**config.mk**
```make
export PLATFORM = sky130hd
export DESIGN_NAME = moore_seq_detector
export DESIGN_NICKNAME = d
export VERILOG_FILES = /design/src/rtl/moore_seq_detector.sv
export SDC_FILE = /design/constraint.sdc
export NUM_CORES = 1
export LEC_CHECK = 0
export BUFFER_PORTS_ARGS = -buffer_cell sky130_fd_sc_hd__buf_2
export CAP_MARGIN = 5
export CORE_MARGIN = 4
export CORE_UTILIZATION = 54
export CTS_CLUSTER_DIAMETER = 50
export DETAILED_ROUTE_END_ITERATION = 10
export MAX_ROUTING_LAYER = met4
export PLACE_DENSITY = 0.74
export SYNTH_ARGS = -nofsm -noshare
export SYNTH_HDL_FRONTEND = slang
export SYNTH_SLANG_ARGS = --single-unit
export TNS_END_PERCENT = 100
```
**constraint.sdc**
```tcl
create_clock -name clk -period 3 [get_ports clk]
set_input_delay 0.15 -clock clk [delete_from_list [all_inputs] [get_ports clk]]
set_output_delay 0.15 -clock clk [all_outputs]
set_load 0.05 [all_outputs]
```
**src/rtl/moore_seq_detector.sv**
```systemverilog
// Programmable Moore pattern detector: matches the last `len` serial bits against `pat`,
// holds a registered match output, and keeps a saturating match counter.
module moore_seq_detector #(
    parameter int             N       = 8,
    parameter int             CNT_W   = 16,
    parameter logic [N-1:0]   DEF_PAT = N'(4'b0101),
    parameter int             DEF_LEN = 4,
    parameter logic           DEF_OVL = 1'b1,
    localparam int            LW      = $clog2(N) + 1
) (
    input  logic             clk,
    input  logic             reset,
    input  logic             en,
    input  logic             x,
    input  logic             cfg_we,
    input  logic [N-1:0]     cfg_pattern,
    input  logic [LW-1:0]    cfg_len,
    input  logic             cfg_overlap,
    input  logic             count_clr,
    output logic             outp,
    output logic [1:0]       state_o,
    output logic [CNT_W-1:0] match_count
);
    // state | meaning
    // FILL  | collecting bits until `len` valid bits are held
    // HUNT  | history full, no match on the newest window
    // MATCH | newest window equals the pattern (outp high)
    localparam logic [1:0] S_FILL  = 2'd0;
    localparam logic [1:0] S_HUNT  = 2'd1;
    localparam logic [1:0] S_MATCH = 2'd2;
    localparam logic [1:0] S_ILL   = 2'd3;

    localparam logic [LW-1:0] LEN_MAX = LW'(N);
    localparam logic [LW-1:0] LEN_ONE = LW'(1);
    localparam logic [LW-1:0] LEN_DEF = LW'(DEF_LEN);

    logic [1:0]    state, state_n;
    logic [N-1:0]  hist, hist_n, pat, len_mask;
    logic [LW-1:0] fill, fill_n, len, len_cfg;
    logic          ovl, hit, match_ev;

    always_comb begin
        len_cfg = cfg_len;
        if (cfg_len == '0) begin
            len_cfg = LEN_ONE;
        end else if (cfg_len > LEN_MAX) begin
            len_cfg = LEN_MAX;
        end
    end

    assign len_mask = {N{1'b1}} >> (LEN_MAX - len);

    always_comb begin
        hist_n  = (hist << 1) | N'(x);
        fill_n  = (fill < len) ? fill + LEN_ONE : len;
        hit     = (fill_n == len) && ((hist_n & len_mask) == (pat & len_mask));
        state_n = state;
        case (state)
            S_FILL: begin
                if (hit) begin
                    state_n = S_MATCH;
                end else if (fill_n == len) begin
                    state_n = S_HUNT;
                end
            end
            S_HUNT: begin
                if (hit) begin
                    state_n = S_MATCH;
                end
            end
            S_MATCH: begin
                if (ovl) begin
                    state_n = hit ? S_MATCH : S_HUNT;
                end else begin
                    // Non-overlap: the completing window is consumed, only the new bit survives.
                    fill_n  = LEN_ONE;
                    hit     = (len == LEN_ONE) && (x == pat[0]);
                    state_n = hit ? S_MATCH : S_FILL;
                end
            end
            default: begin
                hit     = 1'b0;
                state_n = S_FILL;
            end
        endcase
    end

    assign match_ev = en && !cfg_we && (state != S_ILL) && (state_n == S_MATCH);

    always_ff @(posedge clk or posedge reset) begin
        if (reset) begin
            state       <= S_FILL;
            hist        <= '0;
            fill        <= '0;
            pat         <= DEF_PAT;
            len         <= LEN_DEF;
            ovl         <= DEF_OVL;
            match_count <= '0;
        end else begin
            if (cfg_we) begin
                pat   <= cfg_pattern;
                len   <= len_cfg;
                ovl   <= cfg_overlap;
                hist  <= '0;
                fill  <= '0;
                state <= S_FILL;
            end else if (state == S_ILL) begin
                fill  <= '0;
                state <= S_FILL;
            end else if (en) begin
                hist  <= hist_n;
                fill  <= fill_n;
                state <= state_n;
            end

            if (count_clr) begin
                match_count <= '0;
            end else if (match_ev && !(&match_count)) begin
                match_count <= match_count + 1'b1;
            end
        end
    end

    assign outp    = (state == S_MATCH);
    assign state_o = state;

endmodule

```
# Word level (Yosys, flattened, before mapping)
# Cells that the tools add are included.
# op_classes
bitwise_logic	3
n_lt_le_gt_ge	2
n_eq_ne	10
add_sub_neg	3
n_mux	23
reduce_logical	15
n_shift	1
# op_table
cell	n
16-bit two-way mux	2
4-bit two-way mux	8
7-bit two-way mux	3
2-bit two-way mux	9
16-bit by 1-bit adder with 16-bit output, second input constant	1
8-bit bitwise AND	2
16-bit AND reduction	1
8-bit == test	1
8-bit by 1-bit OR with 8-bit output	1
8-bit by 4-bit right shift with 8-bit output, first input constant	1
2-bit == test, second input constant	3
1-bit logical AND	6
2-bit case mux with 3 select lines	1
4-bit by 1-bit adder with 4-bit output, second input constant	1
4-bit by 1-bit == test with 1-bit output, second input constant	1
4-bit == test	1
4-bit greater-than comparator, second input constant	1
4-bit logical NOT	1
4-bit less-than comparator	1
2-bit != test, second input constant	2
2-bit nonzero test	2
4-bit subtractor, first input constant	1
3-bit nonzero test	1
2-bit by 1-bit == test with 1-bit output, second input constant	1
other kinds (4)	5
# totals
out_inout_bits	19
in_bits	19
elab_cells	64
regBits	42

# Depth between registers and ports, before layout
# depth
word_depth	13
ltp_mapped	12
ltp_nobuf	9

# Least setup slack after synthesis
# No wires, ideal clock.
# synth_path
path_type	register to register
startpoint	register state[1], in the netlist state_o[1]
endpoint	register match_count[2]
path_stages_with_launch	8
synth_period_minus_slack_ns	2.476
setup_slack_ns	0.524
required_ns	2.872
arrival_ns	2.349
n_path_buf	2
setup_time_ns	0.128
cell_sequence	dfrtp_1 > and2b_2 > nand2_1 > o32a_1 > buf_6 > buf_6 > nor3_1 > mux2_1
# synth_via
elab_cells_between_ends	13
classes_between	eq/ne (4); mux (4); reduce/logical (5)
# synth_lines
element	line	text
start: declaration	37	logic [1:0] state, state_n;
start signal: assignment	113	state <= state_n;
2-bit == test	--	
net outp	20	output logic outp,
2-bit case mux with 3 select lines	58	case (state)
2-bit == test	88	assign match_ev = en && !cfg_we && (state != S_ILL) && (state_n == S_MATCH);
1-bit logical AND	88	
1-bit logical AND	118	end else if (match_ev && !(&match_count)) begin
2-bit nonzero test (no line)	--	
end signal: assignment	119	match_count <= match_count + 1'b1;
end: declaration	22	output logic [CNT_W-1:0] match_count
# The timed path passes the listed nets, and every way through them passes these cells.
# A chain may end at the register's enable or synchronous reset.

# Worst setup path after layout
# layout_path
startpoint	register fill[0]
endpoint	register match_count[4]
# layout_via
elab_chain_len	11
elab_cells_between_ends	15
classes_between	add/sub (1); order compare (1); eq/ne (2); mux (7); reduce/logical (4)
# layout_lines
element	line	text
start: declaration	39	logic [LW-1:0] fill, fill_n, len, len_cfg;
start signal: assignment	112	fill <= fill_n;
4-bit by 1-bit adder with 4-bit output or 4-bit less-than comparator (tied branches)	55	fill_n = (fill < len) ? fill + LEN_ONE : len;
4-bit two-way mux (*)	55	
4-bit == test (*)	56, 62	
1-bit logical AND	56	hit = (fill_n == len) && ((hist_n & len_mask) == (pat & len_mask));
2-bit two-way mux	73	state_n = hit ? S_MATCH : S_HUNT;
2-bit two-way mux	72	if (ovl) begin
2-bit case mux with 3 select lines (*)	58	
2-bit == test (*)	88	
1-bit logical AND (*)	88	
1-bit logical AND (*)	118	
2-bit nonzero test (no line) (*)	--	
# Mark *: on every way between the ends. The rest lies on a longest branch, timed or not.

==> flow_summary.ini <==
[global_routing]
grt_start_max_net_pins = 43
first_global_vias = 1881
groute.layer.met3.usage_pct = 4.09
global_route.peak_usage_layer = met2
global_route.overflow_total = 0
grt_pass1_wl_um = 8400
antenna_violations_before_repair = 0
groute.layer.met1.usage_pct = 23.3
grt_util_met2_pct = 33.8
globalRouteTotalUtil_pct = 19.4

[clocking]
clock_sink_count = 42
ctsRootBufferMaster = clkbuf_8
tritoncts = yes
cts_setup_buffers = 0
cts.clk_slew.worst_paths_ns = 0.08
clock_buffers_created_by_tritoncts = 5
worst_skew_pair_later_pin_latency_ns = 0.29
cts_buffer_depth = 2
cts_htree_levels = 2

[route]
vias_per_cell = 5.83
initial_drt_pass_iterations = 4
postRouteAntennaNets = 0
detail_route.drc_violations = 0
vias = 2029
detail_route.wl_per_cell_um = 14.7
wl_um = 5110
drt_first_iter_violations = 128

[cells_and_area]
syn2layout_area_growth_pct = 14.5
layoutNonFillerInstCount = 348
multi_input_comb_area_um2 = 1320
core_utilization_of_the_finished_layout_pct = 64.3
layout-drive-gt1-share_pct = 25.0
fillerInstances = 389
antenna_cells_inserted = 0
net_count_final = 323
postLayoutCellArea_um2 = 2820
area.sequential_um2 = 1060

[critical_path]
setup.worst_path.end_class = flip-flop
critPathKind = flip-flop to flip-flop
crit-reg2reg-launch = fill[0]
reg2reg_setup_slack_ns = 0.39
r2r.worst_path.cells = 9
critPathMaxFanout = 24
r2r_path_end = match_count[4]
worst_ep_arrival_time_ns = 2.80
crit_path_launch_type = flip-flop
timing.critical_path.required_ns = 3.19

[floorplan]
placementRows = 24
die_height_um = 75.5
die-area_um2 = 5710
fp.dieW_um = 75.5
floorplan.initialDensity_pct = 56.2
top_level_ports = 38
core-area_um2 = 4380

[timing]
worst_slew_margin_rel_pct = 46.3
finalCriticalPeriod_ns = 2.61
worst_clock_skew_ns = 0.00570
setup_viol_count_final = 0
tightestPinTransition_ns = 0.801
unrepaired_setup_endpoints_after_global_routing = false
final_hold_viol_count = 0
setup-tns-final_ns = 0
timing.final.crit_share_pct = 87.0
timing.final.ws_setup_ns = 0.389
clock.fmax_mhz = 383
timing_max_transition_violations_final = 0

[placement]
buffer_ports.inserted = 37
worst_slack_after_detailed_placement_ns = 0.236
standard_cell_area_after_detailed_placement_um2 = 2700
placed_cells = 339
dpl.hpwl_um = 3700
place_congestion = 0.847

[synthesis]
synthesis.area_per_instance_um2 = 9.66
async_flop_share_pct = 100
ys_seq_area_share_pct = 42.9
syn-cell-area_um2 = 2460
netlist_instances = 255
synth-edff-count = 0
synth.yosys.warnings = 0
yosys_register_bits = 42
number_of_different_library_cells_in_the_post_synthesis_netlist = 49
main_flop_type_after_synthesis = dfrtp_1
syn-num-nets = 283

[pwr]
ir_drop_mv = 0.289
power.static_leakage_nw = 1.28
power_density_nw_per_um2 = 498

[hold_path]
holdPathStages = 2
worstHoldEndpoint = len[2]
min-delay-start = cfg_len[3]
worst_hold_path_type = primary input to flip-flop

[outcome]
outcome = finished clean

[run]
cap_violations = 0
worst max path at each step:
stage,startpoint,endpoint,slack [ns],depth (start not counted)
after global placement,fill[0],match_count[4],0.27,9
after global routing,fill[0],match_count[11],0.21,8
after detailed placement,len[1],match_count[2],0.24,9
final,fill[0],match_count[4],0.39,9
after CTS,len[1],match_count[2],0.21,9
after floorplan,state_o[1],match_count[2],0.52,7
where the power goes:
part | switching, mW | total [mW] | internal (mW)
Sequential | 0.0337 | 0.633 | 0.599
Combinational | 0.194 | 0.325 | 0.131
Clock | 0.200 | 0.445 | 0.245
Total | 0.428 | 1.40 | 0.976
final cells by class:
type | instances | share of cell area (%)
repair buffers | 44 | 8.52
inverters | 9 | 1.20
multi-input cells | 193 | 46.7
clock inverters | 3 | 1.42
clock buffers | 5 | 2.44
flip-flops and latches | 42 | 37.4
well taps | 52 | 2.31
worst max-delay path, stage by stage, from the launching register on:
cell and delay, ns:
dfrtp_1 0.45, ha_1 0.34, xnor2_1 0.14, nand2_1 0.07, o32ai_2 0.34, nand2_1 0.10, o32a_2 0.34, buf_4 0.20
o31a_2 0.32, o21ba_2 0.20
cells in the mapped netlist, drive strengths merged (6+ instances only):
cell    n  area (um^2)
mux2   12          135
buf     6         40.0
dfrtp  38          951
xor2   11         96.3
ha      9          113
inv     9         33.8
nand2  35          131
a21oi  20          100
nor3    7         35.0
nor2   10         37.5
o21ai  13         65.1
o31ai   7         52.6
nand3   7         35.0
or3     7         43.8
sequential cells by signal, summed over array words and instances, names as in the netlist:
signal / cells
state_o: 2
fill: 4
ovl: 1
len: 4
hist: 7
match_count: 16
pat: 8
per-stage QoR:
stage	hold WS [ns]	total power, mW
after floorplan	0.215	0.899
after global placement	0.312	0.960
after detailed placement	0.316	0.969
after CTS	0.0529	1.41
after global routing	0.0652	1.48
final	0.0606	1.40
metal layers:
metal	share of wire (%)	vias up
li1	-	988
met1	43	989
met2	51	50
met3	5.4	2
met4	0.23	0
met5	0	-
cells by family after synthesis:
logic type,Yosys count,share of synthesized area (%)
AND/OR/NAND/NOR,94,20.1
AO/OA/AOI/OAI,59,16.4
flip-flops,42,42.9
buffers and inverters,20,3.76
XOR/XNOR,16,5.69
multiplexers,15,6.70
adder cells (fa/ha/maj),9,4.57
layout by cell type, fill, tap and decap left out, types with 2 or more instances in the layout:
cell type	Yosys	layout
nor3_1	7	7
xnor2_1	5	5
nor2b_1	4	4
and3_1	3	3
o31ai_1	7	7
clkinv_2	0	2
nor4b_2	2	2
nor4_1	3	3
nor3b_1	2	2
or3_1	7	7
inv_1	9	9
mux2_1	3	3
nor2_1	10	10
dfstp_2	4	4
mux2i_1	3	3
ha_1	9	9
or4_1	5	5
nand2_1	35	35
buf_4	0	6
buf_2	2	37
nand4_1	2	2
dfrtp_1	38	38
o22ai_1	3	3
xor2_1	11	11
o21ai_0	13	13
nand3_1	7	7
nand2b_1	4	4
clkbuf_8	0	5
mux2_2	9	9
a21oi_1	20	20
what timing repair did:
item                                    in CTS  in global routing
endpoints found under the hold margin       36                  0
gates resized for setup                      0                  1
endpoints found under the setup margin       0                  7
hold buffers                                 1                  0
No activity file was read; power rests on OpenSTA's default activity.
